**config.mk**
```make
export PLATFORM = sky130hd
export DESIGN_NAME = pclk_monitor
export DESIGN_NICKNAME = d
export VERILOG_FILES = /design/src/rtl/pclk_monitor.sv
export SDC_FILE = /design/constraint.sdc
export NUM_CORES = 1
export LEC_CHECK = 0
export ABC_CLOCK_PERIOD_IN_PS = 5350
export CELL_PAD_IN_SITES_DETAIL_PLACEMENT = 1
export CELL_PAD_IN_SITES_GLOBAL_PLACEMENT = 1
export CORE_MARGIN = 10
export CORE_UTILIZATION = 30
export DETAILED_ROUTE_END_ITERATION = 12
export PLACE_DENSITY_LB_ADDON = 0.1
export SKIP_LAST_GASP = 1
export SLEW_MARGIN = 15
export SYNTH_ARGS = -nofsm -noshare
export SYNTH_HDL_FRONTEND = slang
export SYNTH_SLANG_ARGS = --single-unit
```
**constraint.sdc**
```tcl
create_clock -name clk -period 5.35 [get_ports clk]
set_input_delay 1.3375 -clock clk [delete_from_list [all_inputs] [get_ports clk]]
set_output_delay 1.3375 -clock clk [all_outputs]
set_load 0.005 [all_outputs]
```
**src/rtl/pclk_monitor.sv**
```systemverilog
// Samples a slow clock-like input in the clk domain. Produces rise/fall enable ticks,
// measures the rising-to-rising period and reports lock and loss-of-clock status.
module pclk_monitor #(
   parameter int unsigned SYNC_STAGES = 2,
   parameter int unsigned CNT_W       = 16,
   parameter int unsigned TOL         = 1,
   parameter int unsigned LOCK_COUNT  = 4,
   parameter int unsigned TIMEOUT     = 1024
) (
   input  logic             clk,
   input  logic             rst_n,
   input  logic             pclk_in,
   input  logic             clear_lost,
   output logic             rise_tick,
   output logic             fall_tick,
   output logic [CNT_W-1:0] period,
   output logic             locked,
   output logic             lost
);

   localparam int unsigned MC_W = $clog2(LOCK_COUNT + 1);
   localparam logic [CNT_W-1:0] TOL_V   = CNT_W'(TOL);
   localparam logic [CNT_W-1:0] TO_LAST = CNT_W'(TIMEOUT - 1);
   localparam logic [MC_W-1:0]  LC_LAST = MC_W'(LOCK_COUNT - 1);
   localparam logic [MC_W-1:0]  LC_FULL = MC_W'(LOCK_COUNT);

   typedef enum logic [1:0] {IDLE, ACQUIRE, LOCKED} state_t;

   state_t               state;
   logic [SYNC_STAGES-1:0] sync_q;
   logic                 prev;
   logic                 sync_s;
   logic                 rise;
   logic                 fall;
   logic [CNT_W-1:0]     cnt;
   logic [CNT_W-1:0]     meas;
   logic [CNT_W-1:0]     ref_q;
   logic [CNT_W-1:0]     diff;
   logic [MC_W-1:0]      match_cnt;
   logic                 have_ref;
   logic                 match;
   logic                 timeout;

   assign sync_s = sync_q[SYNC_STAGES-1];

   always_comb begin
      rise    = sync_s & ~prev;
      fall    = ~sync_s & prev;
      meas    = cnt + CNT_W'(1);
      diff    = (meas >= ref_q) ? (meas - ref_q) : (ref_q - meas);
      match   = (diff <= TOL_V);
      // a rise landing in the last counted cycle wins over the timeout
      timeout = (state != IDLE) && (cnt == TO_LAST) && !rise;
   end

   always_ff @(posedge clk or negedge rst_n) begin
      if (!rst_n) begin
         sync_q    <= '0;
         prev      <= 1'b0;
         rise_tick <= 1'b0;
         fall_tick <= 1'b0;
         cnt       <= '0;
      end else begin
         sync_q    <= {sync_q[SYNC_STAGES-2:0], pclk_in};
         prev      <= sync_s;
         rise_tick <= rise;
         fall_tick <= fall;
         if (rise)
            cnt <= '0;
         else if (cnt != '1)
            cnt <= cnt + CNT_W'(1);
      end
   end

   always_ff @(posedge clk or negedge rst_n) begin
      if (!rst_n) begin
         state     <= IDLE;
         ref_q     <= '0;
         period    <= '0;
         match_cnt <= '0;
         have_ref  <= 1'b0;
         locked    <= 1'b0;
         lost      <= 1'b0;
      end else begin
         if (timeout) begin
            state     <= IDLE;
            locked    <= 1'b0;
            match_cnt <= '0;
         end else if (rise) begin
            case (state)
               IDLE: begin
                  state     <= ACQUIRE;
                  have_ref  <= 1'b0;
                  match_cnt <= '0;
               end
               ACQUIRE: begin
                  ref_q    <= meas;
                  period   <= meas;
                  have_ref <= 1'b1;
                  if (!have_ref || !match) begin
                     match_cnt <= '0;
                  end else if (match_cnt == LC_LAST) begin
                     match_cnt <= LC_FULL;
                     state     <= LOCKED;
                     locked    <= 1'b1;
                  end else begin
                     match_cnt <= match_cnt + MC_W'(1);
                  end
               end
               LOCKED: begin
                  ref_q  <= meas;
                  period <= meas;
                  if (!match) begin
                     state     <= ACQUIRE;
                     locked    <= 1'b0;
                     match_cnt <= '0;
                  end
               end
               default: state <= IDLE;
            endcase
         end

         if (timeout && (state == LOCKED))
            lost <= 1'b1;
         else if (clear_lost)
            lost <= 1'b0;
      end
   end

endmodule

```
==> results of run 1 <==
worst register-to-register path, delay by kind of cell (launching register included):
family          cells  cell delay, ns
buf+inv             2            0.17
flops               1            0.42
compound gates      4            1.43
fa+ha+maj           2            0.67
xor+xnor            1            0.31
simple gates        8            1.69
flip-flops by register name (all words and copies together), names as in the netlist:
register / count
sync_q: 2
prev: 1
have_ref: 1
rise_tick: 1
fall_tick: 1
lost: 1
ref_q: 16
state: 2
cnt: 16
locked: 1
match_cnt: 3
through the flow:
stage / area [µm²] / total power (W)
6_report: 4450 / 0.00204
3_5_place_dp: 4310 / 0.00175
5_1_grt: 4450 / 0.00223
4_1_cts: 4450 / 0.00207
2_1_floorplan: 3960 / 0.00143
3_3_place_gp: 4310 / 0.00175
layout by cell type, fill, tap and decap left out, drive strengths merged, types with 8 or more instances in the layout:
master / count
nor2: 26
a211oi: 11
xnor2: 12
clkdlybuf4s50: 22
nand2: 41
inv: 54
nor3: 12
xor2: 13
nand3: 18
o21ai: 53
ha: 38
dfrtp: 45
a21oi: 18
a21o: 8
metal layers:
metal,track usage [%],part of all wire [%]
met5,0,0
met4,3.39,1.3
met3,1.71,2.0
met2,20.8,47
met1,17.5,50
area by class of cell:
cell class / count / area, µm²
clock inverter: 3 / 17.5
multi-input combinational: 352 / 2500
timing repair buffer: 28 / 263
tap: 172 / 215
inverter: 54 / 203
fill: 1512 / 8320
sequential: 45 / 1130
clock buffer: 5 / 125
power breakdown:
part	total (W)	switching, W	internal, W
combinational	0.00133	0.000774	0.000557
sequential	0.000411	0.0000363	0.000375
clock	0.000301	0.000130	0.000171
final timing paths:
check / slack, ns / from / cells past startpoint / endpoint
setup / recovery: 0.55 / cnt[0] / 17 / match_cnt[1]
hold / removal: 0.37 / sync_q[0] / 0 / sync_q[1]
setup reg to reg: 0.55 / cnt[0] / 17 / match_cnt[1]
hold reg to reg: 0.37 / sync_q[0] / 0 / sync_q[1]
max in group asynchronous: 3.81 / rst_n / 2 / ref_q[0]
min in group asynchronous: 1.14 / rst_n / 2 / cnt[15]
cells by family (layout without fill, tap and decap cells):
family,count (synthesis),count (layout),synth area share (%)
multiplexers,5,5,1.26
buffers and inverters,74,90,8.38
adder cells (fa/ha/maj),40,40,13.0
XOR/XNOR,25,25,5.53
flip-flops,45,45,28.5
AND/OR/NAND/NOR,141,141,18.2
AO/OA/AOI/OAI,141,141,25.1
==> results.sh, run 1 <==
export IMPL_outcome="finished, final reports clean"
export IMPL_power_density_nw_per_um2=459
export IMPL_antenna_left=0
export IMPL_core_um2=12800
export IMPL_crit_arrival_ns=4.99
export IMPL_final_net_count=530
export IMPL_avgViaCountPerCell=5.15
export IMPL_grtUsageTotal_pct=12.9
export IMPL_path_clk_slew_ns=0.06
export IMPL_drc=0
export IMPL_cp_max_fo=10
export IMPL_dp_slack_ns=0.520
export IMPL_syn_inst=471
export IMPL_postCtsSetupBuffers=0
export IMPL_synth_largest_area_cell="dfrtp_1"
export IMPL_cts_tree="yes"
export IMPL_cts_buffer_depth=2
export IMPL_setup_viol=0
export IMPL_worst_ir_drop_vdd_mv=0.179
export IMPL_routed_wl_mm=11.3
export IMPL_drive_above_1_share_pct=5.34
export IMPL_ys_flop_type="dfrtp_1"
export IMPL_instances_no_fill=659
export IMPL_fin_worst_skew_ns=0.00496
export IMPL_syn2layout_area_growth_pct=12.4
export IMPL_cp_cell_sequence="ha_1, and3_1, nand3_1, inv_1, and3_1, and3_1, nand3_1, xor2_1, inv_1, ha_1, nand3_1, o41a_1, nor4b_1, o32ai_2, a2111oi_2, nand4_1, o31ai_1"
export IMPL_yosysTopAreaCellShare_pct=28.5
export IMPL_maxSlewViolCount=0
export IMPL_drtIter0Drc=192
export IMPL_dieHeight_um=135
export IMPL_yosys_top_cells_count="54 x inv_1, 49 x o21ai_0, 45 x dfrtp_1, 41 x nand2_1, 38 x ha_1"
export IMPL_hold_path_class="reg2reg"
export IMPL_synth_edff_count=0
export IMPL_rows=41
export IMPL_synthTopCellsByArea="dfrtp_1 28%, ha_1 12%, o21ai_0 6.2%, inv_1 5.1%, nand2_1 3.9%"
export IMPL_cp_data_required_time_ns=5.54
export IMPL_h_tree_depth=2
export IMPL_end_kind="flip-flop"
export IMPL_cts_buffers_inserted=5
export IMPL_place_congestion=0.773
export IMPL_clk_latency_ns=0.29
export IMPL_cp_start_kind="flip-flop"
export IMPL_io_pins=24
export IMPL_overflow=0
export IMPL_synth_async_reset_ratio_pct=100
export IMPL_clock_fmax_ghz=0.209
export IMPL_grt_pass1_vias=3622
export IMPL_cap_violations=0
export IMPL_cp_slowest_cell="o41a_1"
export IMPL_syn_area_um2=3960
export IMPL_die_w_um=135
export IMPL_worst_slew_pin_slew_ns=0.974
export IMPL_crit_buf_inv=2
export IMPL_wire_per_inst_um=17.1
export IMPL_finalCritPeriodShare_pct=89.6
export IMPL_cts_resized=0
export IMPL_slew_headroom_pct=34.9
export IMPL_synth_avg_cell_area_um2=8.40
export IMPL_syn_nets=515
export IMPL_dp_hpwl_mm=9.12
export IMPL_start_util_pct=31.0
export IMPL_slowest_delay_ns=0.56
export IMPL_vias=3395
export IMPL_worstSetupPathType="reg2reg"
export IMPL_ys_ff_latch=45
export IMPL_grt_pass1_wl_mm=19.1
export IMPL_clock_sinks=45
export IMPL_crit_family="simple AND/OR/NAND/NOR gates"
export IMPL_fin_ws_ns=0.554
export IMPL_cts_root_buf="clkbuf_16"
export IMPL_postLayoutCoreUtil_pct=34.8
export IMPL_p_leak_nw=2.06
export IMPL_post_place_cells=651
export IMPL_fin_crit_ns=4.80
export IMPL_drt_pass1_iterations=4
export IMPL_diodes=0
export IMPL_die_area_um2=18200
export IMPL_postCtsHoldBufs=0
export IMPL_ys_warnings_count=0
export IMPL_rsz0062_at_grt="false"
export IMPL_netlist_cell_type_count=68
export IMPL_grt_max_degree=46
export IMPL_final_hold_violation_count=0
export IMPL_yosysMostFrequentCell="inv_1"
export IMPL_io_buffers=23
export IMPL_antenna_found_initial=0
export IMPL_fin_hold_ws_ns=0.365
export IMPL_ys_seq_area_share_pct=28.5
export IMPL_tns_ns=0
Note: power is estimated with default switching activity, not from simulation.
==> run 2, diff against run 1 <==
--- a/config.mk
+++ b/config.mk
@@ -12,6 +12,7 @@
 export CORE_UTILIZATION = 30
 export DETAILED_ROUTE_END_ITERATION = 12
 export PLACE_DENSITY_LB_ADDON = 0.1
+export SKIP_CTS_REPAIR_TIMING = 1
 export SKIP_LAST_GASP = 1
 export SLEW_MARGIN = 15
 export SYNTH_ARGS = -nofsm -noshare
==> results of run 2 <==
No change in the layout: final DEF, timing and power equal those of run 1.
==> run 3, diff against run 2 <==
--- a/config.mk
+++ b/config.mk
@@ -9,7 +9,7 @@
 export CELL_PAD_IN_SITES_DETAIL_PLACEMENT = 1
 export CELL_PAD_IN_SITES_GLOBAL_PLACEMENT = 1
 export CORE_MARGIN = 10
-export CORE_UTILIZATION = 30
+export CORE_UTILIZATION = 45
 export DETAILED_ROUTE_END_ITERATION = 12
 export PLACE_DENSITY_LB_ADDON = 0.1
 export SKIP_CTS_REPAIR_TIMING = 1
==> results.sh, run 3 (synthesized netlist as in run 1, its figures left out) <==
export IMPL_outcome="finished, final reports clean"
export IMPL_postLayoutCoreUtil_pct=50.2
export IMPL_worstSetupPathType="reg2reg"
export IMPL_fin_crit_ns=4.82
export IMPL_die_area_um2=12900
export IMPL_instances_no_fill=591
export IMPL_grt_pass1_vias=3597
export IMPL_cts_root_buf="clkbuf_8"
export IMPL_final_hold_violation_count=0
export IMPL_start_util_pct=45.8
export IMPL_cp_data_required_time_ns=5.51
export IMPL_io_buffers=23
export IMPL_dieHeight_um=114
export IMPL_slew_headroom_pct=32.3
export IMPL_overflow=0
export IMPL_cts_buffer_depth=2
export IMPL_post_place_cells=583
export IMPL_end_kind="flip-flop"
export IMPL_cp_slowest_cell="o32ai_2"
export IMPL_grtUsageTotal_pct=16.7
export IMPL_crit_family="compound AO/OA/AOI/OAI gates"
export IMPL_path_clk_slew_ns=0.09
export IMPL_power_density_nw_per_um2=473
export IMPL_dp_hpwl_mm=8.58
export IMPL_worst_slew_pin_slew_ns=1.01
export IMPL_maxSlewViolCount=0
export IMPL_routed_wl_mm=10.8
export IMPL_final_net_count=526
export IMPL_reg_largest_list="cnt x16, ref_q x16, match_cnt x3"
export IMPL_drtIter0Drc=115
export IMPL_io_pins=24
export IMPL_rows=34
export IMPL_setup_viol=0
export IMPL_clk_latency_ns=0.29
export IMPL_fin_total_pwr_w=0.00205
export IMPL_worst_ir_drop_vdd_mv=0.198
export IMPL_cts_buffers_inserted=5
export IMPL_clock_fmax_ghz=0.208
export IMPL_rsz0062_at_grt="false"
export IMPL_cp_cell_sequence="ha_1, and3_1, nand3_1, inv_1, and3_1, and3_1, nand3_1, xor2_1, inv_1, ha_1, nand3_1, o41a_1, nor4b_2, o32ai_2, a2111oi_4, o311ai_0, o31ai_1"
export IMPL_drt_pass1_iterations=4
export IMPL_tns_ns=0
export IMPL_clock_sinks=45
export IMPL_die_w_um=114
export IMPL_mostFrequentLayoutCell="inv_1"
export IMPL_cap_violations=0
export IMPL_finalCritPeriodShare_pct=90.1
export IMPL_h_tree_depth=2
export IMPL_grt_max_degree=46
export IMPL_crit_buf_inv=2
export IMPL_place_congestion=0.775
export IMPL_drc=0
export IMPL_cp_max_fo=10
export IMPL_slowest_delay_ns=0.57
export IMPL_cp_start_kind="flip-flop"
export IMPL_antenna_found_initial=0
export IMPL_syn2layout_area_growth_pct=9.52
export IMPL_drive_above_1_share_pct=4.76
export IMPL_final_cell_mix="54 x inv_1, 49 x o21ai_0, 45 x dfrtp_1"
export IMPL_core_um2=8640
export IMPL_hold_path_class="reg2reg"
export IMPL_vias=3429
export IMPL_crit_arrival_ns=4.98
export IMPL_wire_per_inst_um=18.3
export IMPL_antenna_left=0
export IMPL_grt_pass1_wl_mm=18.1
export IMPL_diodes=0
export IMPL_avgViaCountPerCell=5.80
export IMPL_fillers=1040
export IMPL_p_leak_nw=2.04
export IMPL_fin_worst_skew_ns=0.00615
export IMPL_cts_tree="yes"
run 3: metrics by stage:
step / hold slack, ns / cell area [µm²] / setup slack (ns)
after floorplan: 0.331 / 3960 / 1.25
after detailed placement: 0.338 / 4200 / 0.479
after global placement: 0.347 / 4200 / 0.786
after global routing: 0.375 / 4330 / 0.0430
after CTS: 0.368 / 4330 / 0.516
final: 0.365 / 4330 / 0.531
run 3: worst paths after layout:
path | from | end | slack [ns] | cells past startpoint
min reg2reg | sync_q[0] | sync_q[1] | 0.36 | 0
max reg2reg | cnt[0] | match_cnt[1] | 0.53 | 17
max in group asynchronous | rst_n | state[0] | 3.51 | 1
min in group asynchronous | rst_n | ref_q[0] | 1.19 | 1
min | sync_q[0] | sync_q[1] | 0.36 | 0
max | cnt[0] | match_cnt[1] | 0.53 | 17
run 3: area by class of cell:
cell class | instances | area [µm²] | share of cell area [%]
Sequential cell | 45 | 1130 | 26.0
Tap cell | 108 | 135 | 3.12
Multi-Input combinational cell | 352 | 2500 | 57.8
Clock inverter | 3 | 65.1 | 1.50
Timing Repair Buffer | 24 | 233 | 5.37
Inverter | 54 | 203 | 4.68
Clock buffer | 5 | 68.8 | 1.59
run 3: per-layer routing:
metal | global-route usage (%) | up-vias | wire length, µm
met4 | 3.76 | 0 | 142
met5 | 0 | - | 0
met1 | 22.0 | 1691 | 5210
met3 | 1.68 | 14 | 205
li1 | - | 1687 | -
met2 | 28.7 | 37 | 5260
run 3: where the power goes:
part | switching (W) | internal, W | total [W]
Combinational | 0.000785 | 0.000552 | 0.00134
Sequential | 0.0000363 | 0.000374 | 0.000410
Clock | 0.000119 | 0.000186 | 0.000305
Total | 0.000941 | 0.00111 | 0.00205
